[config.mk]
export PLATFORM = sky130hd
export DESIGN_NAME = tlc_ped_phase_scheduler_flat
export DESIGN_NICKNAME = d
export VERILOG_FILES = /design/src/rtl/tlc_pkg.sv /design/src/rtl/tlc_ped_phase_scheduler_if.sv /design/src/rtl/tlc_phase_timer.sv /design/src/rtl/tlc_ped_phase_scheduler.sv /design/src/flat_wrapper.sv
export SDC_FILE = /design/constraint.sdc
export NUM_CORES = 1
export LEC_CHECK = 0
export CORE_AREA = 2 2 39 41
export DETAILED_ROUTE_END_ITERATION = 8
export DIE_AREA = 0 0 41 43
export GPL_TIMING_DRIVEN = 0
export PLACE_DENSITY = 0.76
export SLEW_MARGIN = 0
export SYNTH_ARGS = -nofsm -noshare
export SYNTH_HDL_FRONTEND = slang
export SYNTH_HIERARCHICAL = 1
export SYNTH_SLANG_ARGS = --single-unit
[constraint.sdc]
create_clock -name clk -period 3.4 [get_ports clk]
set_input_delay 0.68 -clock clk [delete_from_list [all_inputs] [get_ports clk]]
set_output_delay 0.68 -clock clk [all_outputs]
set_load 0.05 [all_outputs]
[src/rtl/tlc_pkg.sv]
// Shared junction-controller definitions: phase encodings and the lamp decode
// used by the scheduler and by the existing controller's benches.
package tlc_pkg;

    localparam logic [2:0] MAIN_G = 3'd0;
    localparam logic [2:0] MAIN_Y = 3'd1;
    localparam logic [2:0] SIDE_G = 3'd2;
    localparam logic [2:0] SIDE_Y = 3'd3;
    localparam logic [2:0] WALK_R = 3'd4;

    typedef struct packed {
        logic mr;
        logic mg;
        logic my;
        logic sr;
        logic sg;
        logic sy;
        logic walk;
    } lamps_t;

    // Unknown codes fall back to all-red so a corrupted state can never show green.
    function automatic lamps_t lamp_decode(logic [2:0] ph);
        lamps_t l;
        l = '0;
        case (ph)
            MAIN_G: begin l.mg = 1'b1; l.sr = 1'b1; end
            MAIN_Y: begin l.my = 1'b1; l.sr = 1'b1; end
            SIDE_G: begin l.sg = 1'b1; l.mr = 1'b1; end
            SIDE_Y: begin l.sy = 1'b1; l.mr = 1'b1; end
            WALK_R: begin l.mr = 1'b1; l.sr = 1'b1; l.walk = 1'b1; end
            default: begin l.mr = 1'b1; l.sr = 1'b1; end
        endcase
        return l;
    endfunction

endpackage

[src/rtl/tlc_ped_phase_scheduler_if.sv]
// Sensor/button inputs and lamp-driver outputs of the pedestrian phase scheduler.
interface tlc_ped_phase_scheduler_if;
    import tlc_pkg::*;

    logic       side_req;
    logic       ped_req;
    logic       MR, MG, MY;
    logic       SR, SG, SY;
    logic       WALK;
    logic       ped_ack;
    logic [2:0] phase;

    modport master (
        output side_req, ped_req,
        input  MR, MG, MY, SR, SG, SY, WALK, ped_ack, phase
    );

    modport slave (
        input  side_req, ped_req,
        output MR, MG, MY, SR, SG, SY, WALK, ped_ack, phase
    );

endinterface

[src/rtl/tlc_phase_timer.sv]
// Loadable phase down-counter; holds at zero and flags expiry while zero.
module tlc_phase_timer #(
    parameter int CW = 4
) (
    input  logic          clk,
    input  logic          sync_reset,
    input  logic          load,
    input  logic [CW-1:0] load_val,
    output logic          exp
);

    logic [CW-1:0] cnt;

    // load wins over reset so the owner can preset the first phase duration.
    always_ff @(posedge clk) begin
        if (load) begin
            cnt <= load_val;
        end else if (sync_reset) begin
            cnt <= '0;
        end else if (cnt != '0) begin
            cnt <= cnt - CW'(1);
        end
    end

    assign exp = (cnt == '0);

endmodule

[src/rtl/tlc_ped_phase_scheduler.sv]
// Junction phase scheduler: main/side lights with an on-demand all-red pedestrian
// phase; main street rests in green when there is no demand.
module tlc_ped_phase_scheduler
    import tlc_pkg::*;
#(
    parameter int CW     = 4,
    parameter int T_MG   = 8,
    parameter int T_MY   = 2,
    parameter int T_SG   = 5,
    parameter int T_SY   = 2,
    parameter int T_WALK = 4
) (
    input  logic                         clk,
    input  logic                         sync_reset,
    tlc_ped_phase_scheduler_if.slave     bus
);

    logic [2:0]    state;
    logic [2:0]    nxt;
    logic          exp;
    logic          load;
    logic          enter_walk;
    logic [CW-1:0] load_val;
    logic          ped_pend;
    logic          ped_ack_r;
    lamps_t        lamps;

    function automatic logic [CW-1:0] dur_m1(logic [2:0] s);
        case (s)
            MAIN_G:  return CW'(T_MG - 1);
            MAIN_Y:  return CW'(T_MY - 1);
            SIDE_G:  return CW'(T_SG - 1);
            SIDE_Y:  return CW'(T_SY - 1);
            WALK_R:  return CW'(T_WALK - 1);
            default: return CW'(T_MG - 1);
        endcase
    endfunction

    // Pedestrians beat side traffic at MAIN_Y expiry; side is picked up after WALK_R.
    always_comb begin
        nxt = state;
        if (exp) begin
            case (state)
                MAIN_G:  nxt = (bus.side_req || ped_pend) ? MAIN_Y : MAIN_G;
                MAIN_Y:  nxt = ped_pend ? WALK_R : SIDE_G;
                SIDE_G:  nxt = SIDE_Y;
                SIDE_Y:  nxt = MAIN_G;
                WALK_R:  nxt = bus.side_req ? SIDE_G : MAIN_G;
                default: nxt = MAIN_G;
            endcase
        end
    end

    assign enter_walk = (nxt == WALK_R) && (state != WALK_R);
    assign load       = sync_reset || (nxt != state);
    assign load_val   = sync_reset ? dur_m1(MAIN_G) : dur_m1(nxt);

    tlc_phase_timer #(
        .CW (CW)
    ) u_timer (
        .clk        (clk),
        .sync_reset (sync_reset),
        .load       (load),
        .load_val   (load_val),
        .exp        (exp)
    );

    // A request arriving on the cycle WALK_R is entered is absorbed by that walk.
    always_ff @(posedge clk) begin
        if (sync_reset) begin
            state     <= MAIN_G;
            ped_pend  <= 1'b0;
            ped_ack_r <= 1'b0;
        end else begin
            state     <= nxt;
            ped_ack_r <= enter_walk;
            if (enter_walk) begin
                ped_pend <= 1'b0;
            end else if (bus.ped_req && (state != WALK_R)) begin
                ped_pend <= 1'b1;
            end
        end
    end

    assign lamps       = lamp_decode(state);
    assign bus.MR      = lamps.mr;
    assign bus.MG      = lamps.mg;
    assign bus.MY      = lamps.my;
    assign bus.SR      = lamps.sr;
    assign bus.SG      = lamps.sg;
    assign bus.SY      = lamps.sy;
    assign bus.WALK    = lamps.walk;
    assign bus.ped_ack = ped_ack_r;
    assign bus.phase   = state;

endmodule

[src/flat_wrapper.sv]
// flat-port wrapper written by rule: the top's interface ports become plain ports
module tlc_ped_phase_scheduler_flat import tlc_pkg::*;
#(
    parameter int CW     = 4,
    parameter int T_MG   = 8,
    parameter int T_MY   = 2,
    parameter int T_SG   = 5,
    parameter int T_SY   = 2,
    parameter int T_WALK = 4
)
  (clk, sync_reset, bus_side_req, bus_ped_req, bus_MR, bus_MG, bus_MY, bus_SR, bus_SG, bus_SY, bus_WALK, bus_ped_ack, bus_phase);
  tlc_ped_phase_scheduler_if bus_i ();
  input  logic clk;
  input  logic sync_reset;
  input wire logic [$bits(bus_i.side_req)-1:0] bus_side_req;
  input wire logic [$bits(bus_i.ped_req)-1:0] bus_ped_req;
  output wire logic [$bits(bus_i.MR)-1:0] bus_MR;
  output wire logic [$bits(bus_i.MG)-1:0] bus_MG;
  output wire logic [$bits(bus_i.MY)-1:0] bus_MY;
  output wire logic [$bits(bus_i.SR)-1:0] bus_SR;
  output wire logic [$bits(bus_i.SG)-1:0] bus_SG;
  output wire logic [$bits(bus_i.SY)-1:0] bus_SY;
  output wire logic [$bits(bus_i.WALK)-1:0] bus_WALK;
  output wire logic [$bits(bus_i.ped_ack)-1:0] bus_ped_ack;
  output wire logic [$bits(bus_i.phase)-1:0] bus_phase;
  assign bus_i.side_req = bus_side_req;
  assign bus_i.ped_req = bus_ped_req;
  assign bus_MR = bus_i.MR;
  assign bus_MG = bus_i.MG;
  assign bus_MY = bus_i.MY;
  assign bus_SR = bus_i.SR;
  assign bus_SG = bus_i.SG;
  assign bus_SY = bus_i.SY;
  assign bus_WALK = bus_i.WALK;
  assign bus_ped_ack = bus_i.ped_ack;
  assign bus_phase = bus_i.phase;
  tlc_ped_phase_scheduler #(.CW(CW), .T_MG(T_MG), .T_MY(T_MY), .T_SG(T_SG), .T_SY(T_SY), .T_WALK(T_WALK)) u_core (.clk(clk), .sync_reset(sync_reset), .bus(bus_i));
endmodule
Word-level counts from Yosys, hierarchy flattened

Cells that the tools add are included.
W data, S select, Z words.

Flip-flop bits (word level): 9
Input port bits: 4

Add/subtract/negate cells: 1
Equality and inequality tests: 10
Mux-type cells: 17
Reductions and logical operators: 12

Operators by type and width:

| kind                  | count |
|---|---|
| $eq A3 B2 Y1 const B  | 4 |
| $mux W4               | 3 |
| $pmux W3 S4           | 1 |
| $mux W3               | 3 |
| $pmux W3 S3           | 1 |
| $mux W1               | 8 |
| $reduce_or A2 Y1      | 4 |
| $eq A3 B1 Y1 const B  | 2 |
| $eq A3 B3 Y1 const B  | 2 |
| $logic_not A4 Y1      | 1 |
| $reduce_bool A4 Y1    | 1 |
| $sub A4 B1 Y4 const B | 1 |
| $logic_not A3 Y1      | 1 |
| $ne A3 B3 Y1          | 1 |
| $ne A3 B3 Y1 const B  | 1 |
| $reduce_bool A3 Y1    | 1 |
| $logic_and A1 B1 Y1   | 2 |
| $logic_or A1 B1 Y1    | 2 |
| $mux W2               | 1 |

Depth between registers and ports, before layout

Word-level depth: 9
Depth in mapped cells: 10

Hierarchy

Netlist, hierarchy kept.

Modules (own cells, without submodules):

| module                  | instances | cells each | area each (µm²) | sequential area each (µm²) |
|---|---|---|---|---|
| tlc_ped_phase_scheduler | 1         | 49         | 412.9           | 100.1 |
| tlc_phase_timer         | 1         | 19         | 234.0           | 120.1 |

Worst setup path before layout

Ideal clock, no wire load.

Path type: flip-flop to output port
From: register u_core.state[1], in the netlist u_core/bus.phase[1]
To: output port bus_SY
Data arrival time: 2.061 ns
Required time: 2.720 ns
Slack: 0.659 ns
Cell stages (with the launch flop): 4
Buffers on the path: 1
Path through: dfxtp_1 > buf_6 > or2b_1 > nor2_1

Cells in the longest elaborated chain, start to end: 2

Ends and longest elaborated chain:

| element                | line                          | source |
|---|---|---|
| start, declared        | tlc_ped_phase_scheduler.sv:18 | `logic [2:0] state;` |
| start signal, assigned | tlc_ped_phase_scheduler.sv:75 | `state <= nxt;` |
| $eq A3 B2 Y1           | tlc_pkg.sv:25                 | `case (ph)` |
| $mux W1                | tlc_pkg.sv:25                 |  |
| end, declared          | flat_wrapper.sv:22            | `output wire logic [$bits(bus_i.SY)-1:0] bus_SY;` |

No other way between the ends.

Final worst setup path

Ends and elaborated chain as after synthesis.

==> results.py <==
metrics = {
    "power": {
        "seqPwrFrac": 0.375,
        "pwr-share-comb": 0.399,
        "p_sw_frac": 0.374,
        "power.internal_uw": 233,
        "power.share.clock": 0.226,
        "p_leak_uw": 0.000317,
        "power_density_nw_per_um2": 446,
        "power.switching_uw": 139,
        "ir_drop_mv": 0.226,
    },
    "synth": {
        "synth_top_area_share": 0.186,
        "ys_types": 38,
        "syn_area_um2": 647,
        "ys_ff_latch": 9,
        "synth_top_area_cell": "edfxtp_1",
        "ys_seq_area_frac": 0.340,
        "yosys-top-cells-area": "edfxtp_1, dfxtp_1, nor2_1, ha_1, nor2b_1",
        "avgSynthCellArea_um2": 9.51,
        "netlist_instances": 68,
        "yosys_warnings": 6,
        "syn_nets": 74,
    },
    "sta": {
        "setup_tns_ps": 0,
        "fmax_mhz": 374,
        "final-max-slew-violation-count": 0,
        "relSlewSlack": 0.663,
        "tightest_slew_ps": 503,
        "finalHoldViolations": 0,
        "finalSetupViolCount": 0,
        "rsz0062_at_grt": "false",
        "worst_slack_ps": 723,
        "fin_skew_ps": 9.52,
        "finalCritPeriodShare": 0.787,
        "fin_crit_ps": 2680,
    },
    "clocking": {
        "cts_setup_buffers": 0,
        "root_buffer": "clkbuf_4",
        "cts_hold_buf": 0,
        "clk_latency_ps": 270,
        "clk_pin_slew_ps": 70,
        "cts_tree": "done",
        "numCtsBuffers": 3,
        "cts_sinks": 9,
        "cts_max_level": 1,
        "cts_resized": 0,
        "clock_path_buffers": 2,
    },
    "drt": {
        "ant_nets": 0,
        "wl_per_cell_um": 12.5,
        "viasPerCell": 5.56,
        "wl_um": 1280,
        "drt-initial-drc-count": 10,
        "vias": 567,
        "drt_pass1_iterations": 4,
        "remaining_drc_errors": 0,
    },
    "grt": {
        "gr-total-overflow": 0,
        "grt_pass1_vias": 493,
        "grt_max_degree": 11,
        "grt_pass1_wl_um": 2100,
        "track_usage": 0.184,
        "antenna_found_initial": 0,
    },
    "finish": {
        "n_antenna_cell": 0,
        "syn_to_final_growth_pct": 28.8,
        "fin_util": 0.602,
        "drive_gt1_frac": 0.198,
        "design_area_um2": 833,
        "nets": 93,
        "final_cell_count_no_fill": 102,
    },
    "floorplan": {
        "start_util": 0.467,
        "fp.dieH_um": 43,
        "num_rows": 14,
        "fp.dieArea_um2": 1760,
        "die_x_um": 41,
        "core_area_um2": 1380,
        "pin_count": 15,
    },
    "worst_hold_path": {
        "min_from": "u_core/ped_pend",
        "min_path_cells": 2,
        "hp-class": "reg2reg",
        "hold_path_end": "u_core/bus.ped_ack",
    },
    "worst_setup_path": {
        "r2r-start": "u_core/u_timer/cnt[0]",
        "crit_type": "reg2out",
        "slowest_stage": "clkdlybuf4s50_1",
        "cp_top_family": "buffers and inverters",
        "crit_arrival_ps": 2000,
        "cp_num_buf_inv": 2,
        "cp_num_cells": 4,
        "cp-end-kind": "output pin",
        "path_max_fanout": 10,
        "critPathLaunchType": "register",
        "crit_path_max_incr_delay_ps": 800,
        "crit_chain": "buf_6, or2b_1, nor2_1, clkdlybuf4s50_1",
        "reg2reg_depth": 9,
        "required_ps": 2720,
        "r2r-end": "u_core/u_timer/cnt[0]",
        "r2r_slack_ps": 940,
    },
    "run": {
        "drv_cap": 0,
    },
    "placement": {
        "portBuffers": 14,
        "post-place-ws_ps": 828,
        "dp.cells": 98,
        "postPlaceCellArea_um2": 807,
        "dp_hpwl_um": 963,
        "gp_congestion": 0.699,
    },
    "outcome": {
        "outcome": "complete, no violations",
    },
}
-- area by class of cell --
cell class                      count  area [um^2]
Fill cell                         135          551
Multi-Input combinational cell     52          387
Sequential cell                     9          220
Timing Repair Buffer               14          140
Buffer                              4         28.8
Clock buffer                        4         26.3
Tap cell                           16         20.0
Inverter                            3         11.3
-- per-stage QoR --
step	hold WS, ps	power [uW]
6_report	566	372
5_1_grt	619	394
4_1_cts	570	378
3_5_place_dp	564	291
3_3_place_gp	558	287
2_1_floorplan	509	250
-- cell usage after synthesis (all sizes together) --
| cell | count |
|---|---|
| nand2 | 4 |
| nor4bb | 1 |
| o221ai | 1 |
| and2 | 1 |
| ha | 2 |
| or3 | 1 |
| inv | 3 |
| o31ai | 2 |
| nor3b | 3 |
| buf | 4 |
| dfxtp | 5 |
| nand3b | 1 |
| nand3 | 3 |
| or2b | 2 |
| conb | 1 |
| nor2b | 4 |
| nor2 | 7 |
| nand2b | 1 |
| a21oi | 3 |
| o2111ai | 1 |
| xor2 | 2 |
| or2 | 1 |
| o21ai | 2 |
| and2b | 1 |
| a22o | 3 |
| nor3 | 2 |
| a31oi | 2 |
| edfxtp | 4 |
| o211ai | 1 |
-- worst min-delay path, stage by stage, from the launching register on --
cell and delay [ps]:
dfxtp_1 370, nand3_1 110, nor2_1 40
-- how the worst max path moves through the flow --
stage / endpoint / from / slack, ps
6_report: bus_SY / u_core/bus.phase[1] / 720
2_1_floorplan: bus_SY / u_core/bus.phase[1] / 660
5_1_grt: bus_SY / u_core/bus.phase[1] / 630
4_1_cts: bus_SY / u_core/bus.phase[1] / 710
3_3_place_gp: u_core/u_timer/cnt[1] / bus_side_req / 840
3_5_place_dp: u_core/u_timer/cnt[1] / bus_side_req / 830
-- cell families (layout without fill, tap and decap cells) --
kind of cell,count (synthesis),after routing,synth area share
AND/OR/NAND/NOR,32,32,0.319
AO/OA/AOI/OAI,15,15,0.207
flip-flops,9,9,0.340
buffers and inverters,7,25,0.0619
adder cells (fa/ha/maj),2,2,0.0387
XOR/XNOR,2,2,0.0271
other,1,1,0.00580
-- placed cells by master, fill, tap and decap left out, types with 2 or more instances in the layout --
| cell type | n |
|---|---|
| o31ai_1 | 2 |
| or2b_1 | 2 |
| clkdlybuf4s50_1 | 14 |
| xor2_1 | 2 |
| nand2_1 | 4 |
| inv_1 | 3 |
| buf_2 | 2 |
| ha_1 | 2 |
| edfxtp_1 | 4 |
| nor2_1 | 7 |
| a22o_1 | 2 |
| nand3_1 | 3 |
| clkbuf_4 | 3 |
| dfxtp_1 | 5 |
| a21oi_1 | 2 |
| nor2b_1 | 4 |
-- flip-flops by register name (all words and copies together) (netlist names) --
signal and flops:
u_core/bus.ped_ack 1, u_core/bus.phase 3, u_core/ped_pend 1, u_core/u_timer/cnt 4
-- power groups by stage --
| stage | logic, uW | registers [uW] | clock network (uW) |
|---|---|---|---|
| after floorplan | 101 | 149 | 0 |
| after global placement | 146 | 141 | 0 |
| after detailed placement | 148 | 142 | 0 |
| after CTS | 149 | 140 | 88.9 |
| after global routing | 159 | 142 | 93.1 |
| final | 148 | 139 | 84.1 |
-- metal layers --
metal	GRT usage	wire (um)	vias up
li1	-	-	279
met1	0.200	554	275
met2	0.281	655	13
met3	0.0681	66	0
met4	0.120	0	0
met5	0	0	-
Power figures use the tool's default switching activity.
